## src/rtl/freq_est_sequencer_pkg.sv

```systemverilog
// Shared types and constants for the freq_est measurement sequencer.
`timescale 1ns/1ps
package freq_est_sequencer_pkg;

    // Default counter width of the freq_est result bus
    localparam int CNT_W_DEF = 10;

    // System clock rate the window lengths are expressed against
    localparam int CLK_HZ = 16_000_000;

    // Sequencer states
    typedef enum logic [2:0] {
        S_IDLE       = 3'd0,
        S_RUN        = 3'd1,
        S_STOP       = 3'd2,
        S_WAIT_VALID = 3'd3,
        S_ACCUM      = 3'd4,
        S_DONE       = 3'd5
    } state_t;

    // Largest of three phase lengths; sizes the shared phase timer
    function automatic int max3(input int a, input int b, input int c);
        int m;
        m = (a > b) ? a : b;
        return (m > c) ? m : c;
    endfunction

endpackage

```

## src/rtl/freq_est_sequencer_if.sv

```systemverilog
// Control, freq_est and result-consumer signals of the sequencer.
`timescale 1ns/1ps
interface freq_est_sequencer_if
    import freq_est_sequencer_pkg::*;
#(
    parameter int CNT_W = CNT_W_DEF
);
    logic             start;
    logic             abort;
    logic             busy;
    logic             est_stop;
    logic             est_valid;
    logic [CNT_W-1:0] est_result;
    logic [CNT_W-1:0] avg_result;
    logic             avg_valid;
    logic             avg_ready;
    logic             timeout_err;

    // Sequencer side
    modport slave (
        input  start, abort, est_valid, est_result, avg_ready,
        output busy, est_stop, avg_result, avg_valid, timeout_err
    );

    // System control / freq_est / consumer side
    modport master (
        output start, abort, est_valid, est_result, avg_ready,
        input  busy, est_stop, avg_result, avg_valid, timeout_err
    );
endinterface

```

## src/rtl/freq_est_phase_timer.sv

```systemverilog
// Loadable down-counter with zero flag, reused by every timed phase.
`timescale 1ns/1ps
module freq_est_phase_timer #(
    parameter int W = 8
) (
    input  logic         clk,
    input  logic         rst_n,
    input  logic         load,
    input  logic [W-1:0] load_val,
    output logic         zero
);
    logic [W-1:0] cnt;

    // Load on phase entry, otherwise count down and park at zero
    always_ff @(posedge clk or negedge rst_n) begin
        if (!rst_n) begin
            cnt <= '0;
        end else if (load) begin
            cnt <= load_val;
        end else if (cnt != '0) begin
            cnt <= cnt - 1'b1;
        end
    end

    assign zero = (cnt == '0);
endmodule

```

## src/rtl/freq_est_sequencer.sv

```systemverilog
// Sequences freq_est windows, averages 2**LOG2_AVG results and hands the
// mean to a consumer over valid/ready.
`timescale 1ns/1ps
module freq_est_sequencer
    import freq_est_sequencer_pkg::*;
#(
    parameter int CNT_W       = CNT_W_DEF,
    parameter int RUN_CYCLES  = 5000,
    parameter int STOP_CYCLES = 100,
    parameter int LOG2_AVG    = 2,
    parameter int TIMEOUT     = 255
) (
    input  logic                 clk,
    input  logic                 RESETn,
    freq_est_sequencer_if.slave  bus
);
    localparam int N_AVG = 1 << LOG2_AVG;
    localparam int ACC_W = CNT_W + LOG2_AVG;
    localparam int MC_W  = LOG2_AVG + 1;
    localparam int T_MAX = max3(RUN_CYCLES, STOP_CYCLES, TIMEOUT);
    localparam int TMR_W = $clog2(T_MAX + 1);

    // Timer reload values: a phase of L clocks counts L-1 down to 0
    localparam logic [TMR_W-1:0] RUN_LD  = TMR_W'(RUN_CYCLES - 1);
    localparam logic [TMR_W-1:0] STOP_LD = TMR_W'(STOP_CYCLES - 1);
    localparam logic [TMR_W-1:0] TO_LD   = TMR_W'(TIMEOUT - 1);

    state_t             state, state_nx;
    logic               tmr_load;
    logic [TMR_W-1:0]   tmr_val;
    logic               tmr_zero;

    logic               got_valid;
    logic [CNT_W-1:0]   latched;
    logic [ACC_W-1:0]   acc, acc_new;
    logic [MC_W-1:0]    meas_cnt, meas_nx;
    logic [CNT_W-1:0]   avg_result;
    logic               avg_valid;
    logic               timeout_err;

    logic seq_start, seq_abort, cap_en, accum_en, done_en, timeout_en, release_en;

    // Truncating mean of the accumulated measurements
    function automatic logic [CNT_W-1:0] avg_of(input logic [ACC_W-1:0] a);
        return CNT_W'(a >> LOG2_AVG);
    endfunction

    assign acc_new = acc + ACC_W'(latched);
    assign meas_nx = meas_cnt + 1'b1;

    freq_est_phase_timer #(.W(TMR_W)) u_timer (
        .clk      (clk),
        .rst_n    (RESETn),
        .load     (tmr_load),
        .load_val (tmr_val),
        .zero     (tmr_zero)
    );

    // State register
    always_ff @(posedge clk or negedge RESETn) begin
        if (!RESETn) begin
            state <= S_IDLE;
        end else begin
            state <= state_nx;
        end
    end

    // Next-state decode and datapath strobes; abort overrides everything outside IDLE
    always_comb begin
        state_nx   = state;
        tmr_load   = 1'b0;
        tmr_val    = '0;
        seq_start  = 1'b0;
        seq_abort  = 1'b0;
        cap_en     = 1'b0;
        accum_en   = 1'b0;
        done_en    = 1'b0;
        timeout_en = 1'b0;
        release_en = 1'b0;
        if (state != S_IDLE && bus.abort) begin
            state_nx  = S_IDLE;
            seq_abort = 1'b1;
        end else begin
            case (state)
                S_IDLE: begin
                    if (bus.start && !bus.abort) begin
                        state_nx  = S_RUN;
                        seq_start = 1'b1;
                        tmr_load  = 1'b1;
                        tmr_val   = RUN_LD;
                    end
                end
                S_RUN: begin
                    if (tmr_zero) begin
                        state_nx = S_STOP;
                        tmr_load = 1'b1;
                        tmr_val  = STOP_LD;
                    end
                end
                S_STOP: begin
                    cap_en = bus.est_valid && !got_valid;
                    if (tmr_zero) begin
                        // A valid in the final STOP clock still counts as on time
                        if (got_valid || bus.est_valid) begin
                            state_nx = S_ACCUM;
                        end else begin
                            state_nx = S_WAIT_VALID;
                            tmr_load = 1'b1;
                            tmr_val  = TO_LD;
                        end
                    end
                end
                S_WAIT_VALID: begin
                    if (bus.est_valid) begin
                        cap_en   = 1'b1;
                        state_nx = S_ACCUM;
                    end else if (tmr_zero) begin
                        state_nx   = S_IDLE;
                        timeout_en = 1'b1;
                    end
                end
                S_ACCUM: begin
                    accum_en = 1'b1;
                    if (meas_nx == MC_W'(N_AVG)) begin
                        state_nx = S_DONE;
                        done_en  = 1'b1;
                    end else begin
                        state_nx = S_RUN;
                        tmr_load = 1'b1;
                        tmr_val  = RUN_LD;
                    end
                end
                S_DONE: begin
                    if (bus.avg_ready) begin
                        state_nx   = S_IDLE;
                        release_en = 1'b1;
                    end
                end
                default: state_nx = S_IDLE;
            endcase
        end
    end

    // Result latch, accumulator, measurement count and output registers
    always_ff @(posedge clk or negedge RESETn) begin
        if (!RESETn) begin
            got_valid   <= 1'b0;
            latched     <= '0;
            acc         <= '0;
            meas_cnt    <= '0;
            avg_result  <= '0;
            avg_valid   <= 1'b0;
            timeout_err <= 1'b0;
        end else begin
            if (seq_start) begin
                acc         <= '0;
                meas_cnt    <= '0;
                timeout_err <= 1'b0;
                got_valid   <= 1'b0;
            end
            if (cap_en) begin
                latched   <= bus.est_result;
                got_valid <= 1'b1;
            end
            if (accum_en) begin
                acc       <= acc_new;
                meas_cnt  <= meas_nx;
                got_valid <= 1'b0;
            end
            if (done_en) begin
                avg_result <= avg_of(acc_new);
                avg_valid  <= 1'b1;
            end
            if (release_en) begin
                avg_valid <= 1'b0;
            end
            if (timeout_en) begin
                timeout_err <= 1'b1;
                acc         <= '0;
            end
            if (seq_abort) begin
                acc       <= '0;
                avg_valid <= 1'b0;
            end
        end
    end

    assign bus.busy        = (state != S_IDLE);
    assign bus.est_stop    = (state != S_RUN);
    assign bus.avg_result  = avg_result;
    assign bus.avg_valid   = avg_valid;
    assign bus.timeout_err = timeout_err;
endmodule

```

## src/flat_wrapper.sv

```systemverilog
// flat-port wrapper written by rule: the top's interface ports become plain ports
module freq_est_sequencer_flat import freq_est_sequencer_pkg::*;
#(
    parameter int CNT_W       = CNT_W_DEF,
    parameter int RUN_CYCLES  = 5000,
    parameter int STOP_CYCLES = 100,
    parameter int LOG2_AVG    = 2,
    parameter int TIMEOUT     = 255
)
  (clk, RESETn, bus_start, bus_abort, bus_est_valid, bus_est_result, bus_avg_ready, bus_busy, bus_est_stop, bus_avg_result, bus_avg_valid, bus_timeout_err);
  freq_est_sequencer_if #(.CNT_W(CNT_W)) bus_i ();
  input  logic clk;
  input  logic RESETn;
  input wire logic [$bits(bus_i.start)-1:0] bus_start;
  input wire logic [$bits(bus_i.abort)-1:0] bus_abort;
  input wire logic [$bits(bus_i.est_valid)-1:0] bus_est_valid;
  input wire logic [$bits(bus_i.est_result)-1:0] bus_est_result;
  input wire logic [$bits(bus_i.avg_ready)-1:0] bus_avg_ready;
  output wire logic [$bits(bus_i.busy)-1:0] bus_busy;
  output wire logic [$bits(bus_i.est_stop)-1:0] bus_est_stop;
  output wire logic [$bits(bus_i.avg_result)-1:0] bus_avg_result;
  output wire logic [$bits(bus_i.avg_valid)-1:0] bus_avg_valid;
  output wire logic [$bits(bus_i.timeout_err)-1:0] bus_timeout_err;
  assign bus_i.start = bus_start;
  assign bus_i.abort = bus_abort;
  assign bus_i.est_valid = bus_est_valid;
  assign bus_i.est_result = bus_est_result;
  assign bus_i.avg_ready = bus_avg_ready;
  assign bus_busy = bus_i.busy;
  assign bus_est_stop = bus_i.est_stop;
  assign bus_avg_result = bus_i.avg_result;
  assign bus_avg_valid = bus_i.avg_valid;
  assign bus_timeout_err = bus_i.timeout_err;
  freq_est_sequencer #(.CNT_W(CNT_W), .RUN_CYCLES(RUN_CYCLES), .STOP_CYCLES(STOP_CYCLES), .LOG2_AVG(LOG2_AVG), .TIMEOUT(TIMEOUT)) u_core (.clk(clk), .RESETn(RESETn), .bus(bus_i));
endmodule
```

## config.mk

```make
export PLATFORM = sky130hd
export DESIGN_NAME = freq_est_sequencer_flat
export DESIGN_NICKNAME = d
export VERILOG_FILES = /design/src/rtl/freq_est_sequencer_pkg.sv /design/src/rtl/freq_est_sequencer_if.sv /design/src/rtl/freq_est_phase_timer.sv /design/src/rtl/freq_est_sequencer.sv /design/src/flat_wrapper.sv
export SDC_FILE = /design/constraint.sdc
export NUM_CORES = 1
export LEC_CHECK = 0
export CAP_MARGIN = 10
export CORE_ASPECT_RATIO = 0.9
export CORE_UTILIZATION = 24
export DETAILED_ROUTE_END_ITERATION = 8
export GPL_TIMING_DRIVEN = 0
export PLACE_DENSITY = 0.51
export SETUP_SLACK_MARGIN = 0.5
export SLEW_MARGIN = 0
export SYNTH_ARGS = -nofsm -noshare
export SYNTH_HDL_FRONTEND = slang
export SYNTH_SLANG_ARGS = --single-unit
```

## constraint.sdc

```tcl
create_clock -name clk -period 2.3 [get_ports clk]
set_clock_uncertainty 0.15 [all_clocks]
set_input_delay 0.46 -clock clk [delete_from_list [all_inputs] [get_ports clk]]
set_output_delay 0.46 -clock clk [all_outputs]
set_load 0.02 [all_outputs]
```

# Word-level counts from Yosys, hierarchy flattened
# Cells that the tools add are included.
# classes
add_sub_neg	3
eq_ne	12
n_mux	56
n_reduce_logical	17
# ops
op	n
$mux 13	6
$pmux 13 s4	1
$mux 12	4
$mux 3	11
$mux 1	29
$pmux 3 s6	1
$logic_not 13->1	1
$reduce_bool 13->1	1
$sub 13x1->13 const B	1
$add 12x10->12	1
$ne 3x1->1 const B	4
$eq 3x3->1 const B	3
$reduce_bool 3->1	3
$mux 8	1
$mux 7	1
$eq 3x2->1 const B	2
$reduce_bool 2->1	3
$reduce_and 5->1	1
$ne 4x2->1 const B	1
$pmux 1 s4	1
$reduce_bool 4->1	1
$add 3x1->3 const B	1
$eq 3x1->1 const B	1
$logic_and 1x1->1	3
other kinds (5)	6
# totals
regBits	54
input_bits	16
out_inout_bits	14
wordCells	97

# Depth between registers and ports, before layout
# logic_depth
ltp_word	9
ltp_mapped	8
mapped_depth_nobuf	7

# By module
# From an unflattened synthesis, not the netlist that was laid out.
# unflattened
hier_cells	308
hier_area_um2	3145.5
# by_module_without_submodules
module	instances	cells_per_inst	area_per_inst_um2	seq_area_each_um2
freq_est_sequencer	1	226	2378.5	1026.0
freq_est_phase_timer	1	82	767.0	325.3

# Worst setup path before layout
# Ideal clock, no wire load.
# synth_path
path_type	flip-flop to flip-flop
from	register u_core.acc[0]
to	register u_core.acc[8]
setup_time_ps	124
arrival_time_ps	1858
required_ps	2026
setup_slack_ps	168
path_stages_with_launch	8
path_buffers	0
synth_period_minus_slack_ps	2132
path_cell_list	dfrtp_1 -> ha_1 -> fa_1 -> a21oi_1 -> o22ai_1 -> a21oi_1 -> nor4b_1 -> a211o_1
# synth_between
elab_chain_len	4
# synth_rtl
item	line	source
start: declaration	freq_est_sequencer.sv:35	logic [ACC_W-1:0] acc, acc_new;
start signal: assignment	freq_est_sequencer.sv:166	acc <= acc_new;
$add 12x10->12	freq_est_sequencer.sv:48	assign acc_new = acc + ACC_W'(latched);
$mux 12	freq_est_sequencer.sv:165	if (accum_en) begin
$mux 12	freq_est_sequencer.sv:177	if (timeout_en) begin
$mux 12	freq_est_sequencer.sv:181	if (seq_abort) begin
# No other way between the ends.
# A chain may end at the register's enable or synchronous reset.

# Worst setup path in the final report
# layout_path
from	input port bus_start
to	register u_core.u_timer.cnt[6]
# layout_between
elab_chain_len	5
elab_cells_between_ends	6
classes_between	mux (4); reduce/logical (2)
# layout_rtl
item	line	source
start: declaration	flat_wrapper.sv:14	input wire logic [$bits(bus_i.start)-1:0] bus_start;
$logic_and 1x1->1 (*)	freq_est_sequencer.sv:86	if (bus.start && !bus.abort) begin
$mux 1 (*)	freq_est_sequencer.sv:86	
$pmux 1 s4 (*)	freq_est_sequencer.sv:84	case (state)
$mux 1 (*)	freq_est_sequencer.sv:80	if (state != S_IDLE && bus.abort) begin
$mux 13 / $reduce_bool 2->1 (equally long branches)	--	
end signal: assignment	freq_est_phase_timer.sv:19	cnt <= load_val;
end signal: assignment	freq_est_phase_timer.sv:21	cnt <= cnt - 1'b1;
end: declaration	freq_est_phase_timer.sv:12	logic [W-1:0] cnt;
# Every way passes the cells marked *; elsewhere a longest branch is shown, timed or not.

==> results.md <==
- Switch share: 32.6%
- Peak VDD IR: 0.000254 V
- DR iter-0 viols: 83
- Vias: 2661
- Effective utilization at floorplan: about a quarter
- Tcrit/Tclk final: 90.8%
- CP arrival: about 2.2 ns
- Seq pwr share: around two fifths
- Register Area: ~1400 um^2
- IO buf count: 29
- Fin. Hold Viols: 0
- Post-layout min period: 2.09 ns
- Share of layout cells above drive strength 1: 41.4%
- Avg Vias per Cell: 4.83
- H-tree depth: 2
- Largest family of logic cells by synthesized area: compound AO/OA/AOI/OAI gates
- RSZ-0062 raised after global routing: yes
- GPL Wtd Cong: a little over 0.8
- Dpl ws: -0.199 ns
- Largest net degree at the start of global routing: 35
- Clock Power Share: 25.9%
- Total power: 2.93 mW
- XOR/XNOR Fraction of Synth Area: 4.30%
- Compound-Gate Fraction of Synth Area: 18.2%
- Fill count: 1158
- Syn-to-layout area delta: 57.3%
- Ys Warns: 0
- Cell Rows: 38
- FFs w/ async S/R, synth: 100%
- Post-Synth Simple-Gate Area: 17.9%
- Worst slew pin tran: between 0.5 and 0.6 ns
- Grt ovf: 0
- Clk_lat worst skew: 0.29 ns
- Startpoint Class: input pin
- Leakage power: 2.13 nW
- Max-cap violations: 0
- Pint: 1.98 mW
- # DRC: 0
- Avg WL per Cell: 15.4 um
- Num CTS Buffers: 5
- Core area: 12200 um^2
- Count leader, synth: dfrtp_1
- Achievable Freq: 0.479 GHz
- Logic gate share of total power: between 30% and 40%
- First-pass GRT wire length: 13.2 mm
- HPWL after DPL: ~5.3 mm
- Die Ht: 109 um
- Area of the multi-input gates: 2180 um^2
- CTS tree: yes
- Nets: 420
- WP data required: 2.37 ns
- Post-synth top flop: dfrtp_1
- Final Slew Violations: 0
- Clock Tree Root: clkbuf_16
- Max clock buf depth: 2
- Worst min-delay path class: flip-flop to flip-flop
- CP Class: input pin to flip-flop
- Die W: 121 um
- Post-synth top area cell: dfrtp_1
- Total Routing Usage GR: 12.7%
- Net Sw Power: 0.954 mW
- Synthesis-stage register bit count: 54
- Worst Slack Setup Final: 0.211 ns
- Synth cell types: 62
- Drt total wl: 8.51 mm
- Max-slew headroom: around two thirds
- Synth area leaders: dfrtp_1 44%, ha_1 5.3%, mux2_1 3.7%
- Mapped Nets: 327
- Mapped Cells: a little under 300
- CTS clk-pin slew, worst paths: 0.07 ns
- # IOs: 30
- Post-Synth Adder-Cell Area: roughly 6.0%
- Antenna violations before repair: 0
- # clock sinks: 54
- Die area: 13200 um^2
- Register area share after synthesis: between 40% and 50%
- Power Density: 610 nW/um^2
- Post-route ant nets: 0
- Most frequent cells after synthesis: 54 x dfrtp_1, 27 x nand2_1, 20 x nor2_1
- Largest fanout on the critical path: 3
- Crit. End Element: flip-flop
- Final setup viols: 0
- Top cell type's share of synthesized area: 44.2%
- DR pass1 iterations: 4
- Synthesized area per cell: 10.3 um^2
- Status: complete, no violations
- Number of flops mapped to enable cells by yosys: 0
- Diode count: 0
- Final core occ: 39.4%
- Vias in the first global route: approximately 2.6k
- Mux cell area share after synthesis: 6.51%
- Reg2Reg Setup Slack: approximately 0.24 ns
- Netlist Area Pre-Place: 3060 um^2
-- path summary, 6_finish.rpt --
kind | from | depth (start not counted) | end
min | u_core.bus.avg_result[0] | 2 | u_core.bus.avg_result[0]
min in group asynchronous | RESETn | 2 | u_core.latched[5]
max reg2reg | u_core.u_timer.cnt[1] | 8 | u_core.u_timer.cnt[6]
max | bus_start | 6 | u_core.u_timer.cnt[6]
max in group asynchronous | RESETn | 3 | u_core.acc[1]
min reg2reg | u_core.bus.avg_result[0] | 2 | u_core.bus.avg_result[0]
-- what timing repair did --
item	in CTS	in global routing
setup endpoints to repair	66	51
cloned	2	1
pin swaps	28	38
hold buffers	1	0
hold endpoints to repair	1	0
setup buffers	31	21
gates resized for setup	76	58
-- per-stage QoR --
stage,instances,hold WS (ns),cell area [um^2],TNS (ns)
after global routing,551,0.379,4810,0
after floorplan,297,0.0144,3260,0
after CTS,529,0.341,4360,0
final,551,0.330,4810,0
after detailed placement,487,0.321,3760,-4.20
after global placement,486,0.322,3750,-67.01
-- cells in the final DEF (no fill, tap or decap), types with 8 or more instances in the layout --
master,Yosys,final
dfrtp_1,54,50
buf_4,0,45
nand2_1,27,22
buf_6,1,16
nor2_1,20,15
dlygate4sd2_1,0,13
clkdlybuf4s50_1,0,12
ha_4,0,11
o21ai_1,13,10
a21oi_1,13,9
mux2_1,10,9
a22o_1,9,9
xnor2_1,10,8
-- cell families (layout without fill, tap and decap cells) --
kind of cell / count (synthesis) / after routing
xor gates and xnor gates: 15 / 15
buffers and inverters: 20 / 114
AOI/OAI and AO/OA: 79 / 79
muxes: 18 / 18
DFF: 54 / 54
and+or+nand+nor: 97 / 97
adders and majority gates: 14 / 14
-- registers in the layout, summed over array words and instances (netlist names) --
name and cells:
u_core.acc 12, u_core.state 3, u_core.u_timer.cnt 13, u_core.bus.avg_result 10, u_core.bus.timeout_err 1, u_core.bus.avg_valid 1
u_core.meas_cnt 3, u_core.got_valid 1, u_core.latched 10
-- layer usage --
metal	wire (um)	GRT usage [%]
met1	3990	17.5
met5	0	0
met2	4030	20.8
met3	297	1.67
met4	191	3.70
-- final cells by class --
cell class,instances,area share [%]
buffer,13,2.97
clock buffer,6,2.68
clock inverter,2,0.286
inverter,7,0.546
multi-input combinational,223,45.2
sequential,54,28.2
tap,160,4.16
timing repair buffer,86,15.9
-- power by group through the flow --
stage / clock network [mW] / registers, mW / logic (mW)
detailed placement: 0 / 1.16 / 0.589
floorplan: 0 / 1.14 / 0.420
global placement: 0 / 1.15 / 0.578
finish: 0.758 / 1.15 / 1.02
CTS: 0.789 / 1.13 / 0.761
global route: 0.829 / 1.17 / 1.09
-- worst max-delay path, cell delays in order --
cell and delay [ns]:
clkdlybuf4s50_1 0.53, nor2b_1 0.31, o31a_1 0.22, o22ai_4 0.09, or4_4 0.47, o21ai_2 0.08
Note: power is estimated with default switching activity, not from simulation.
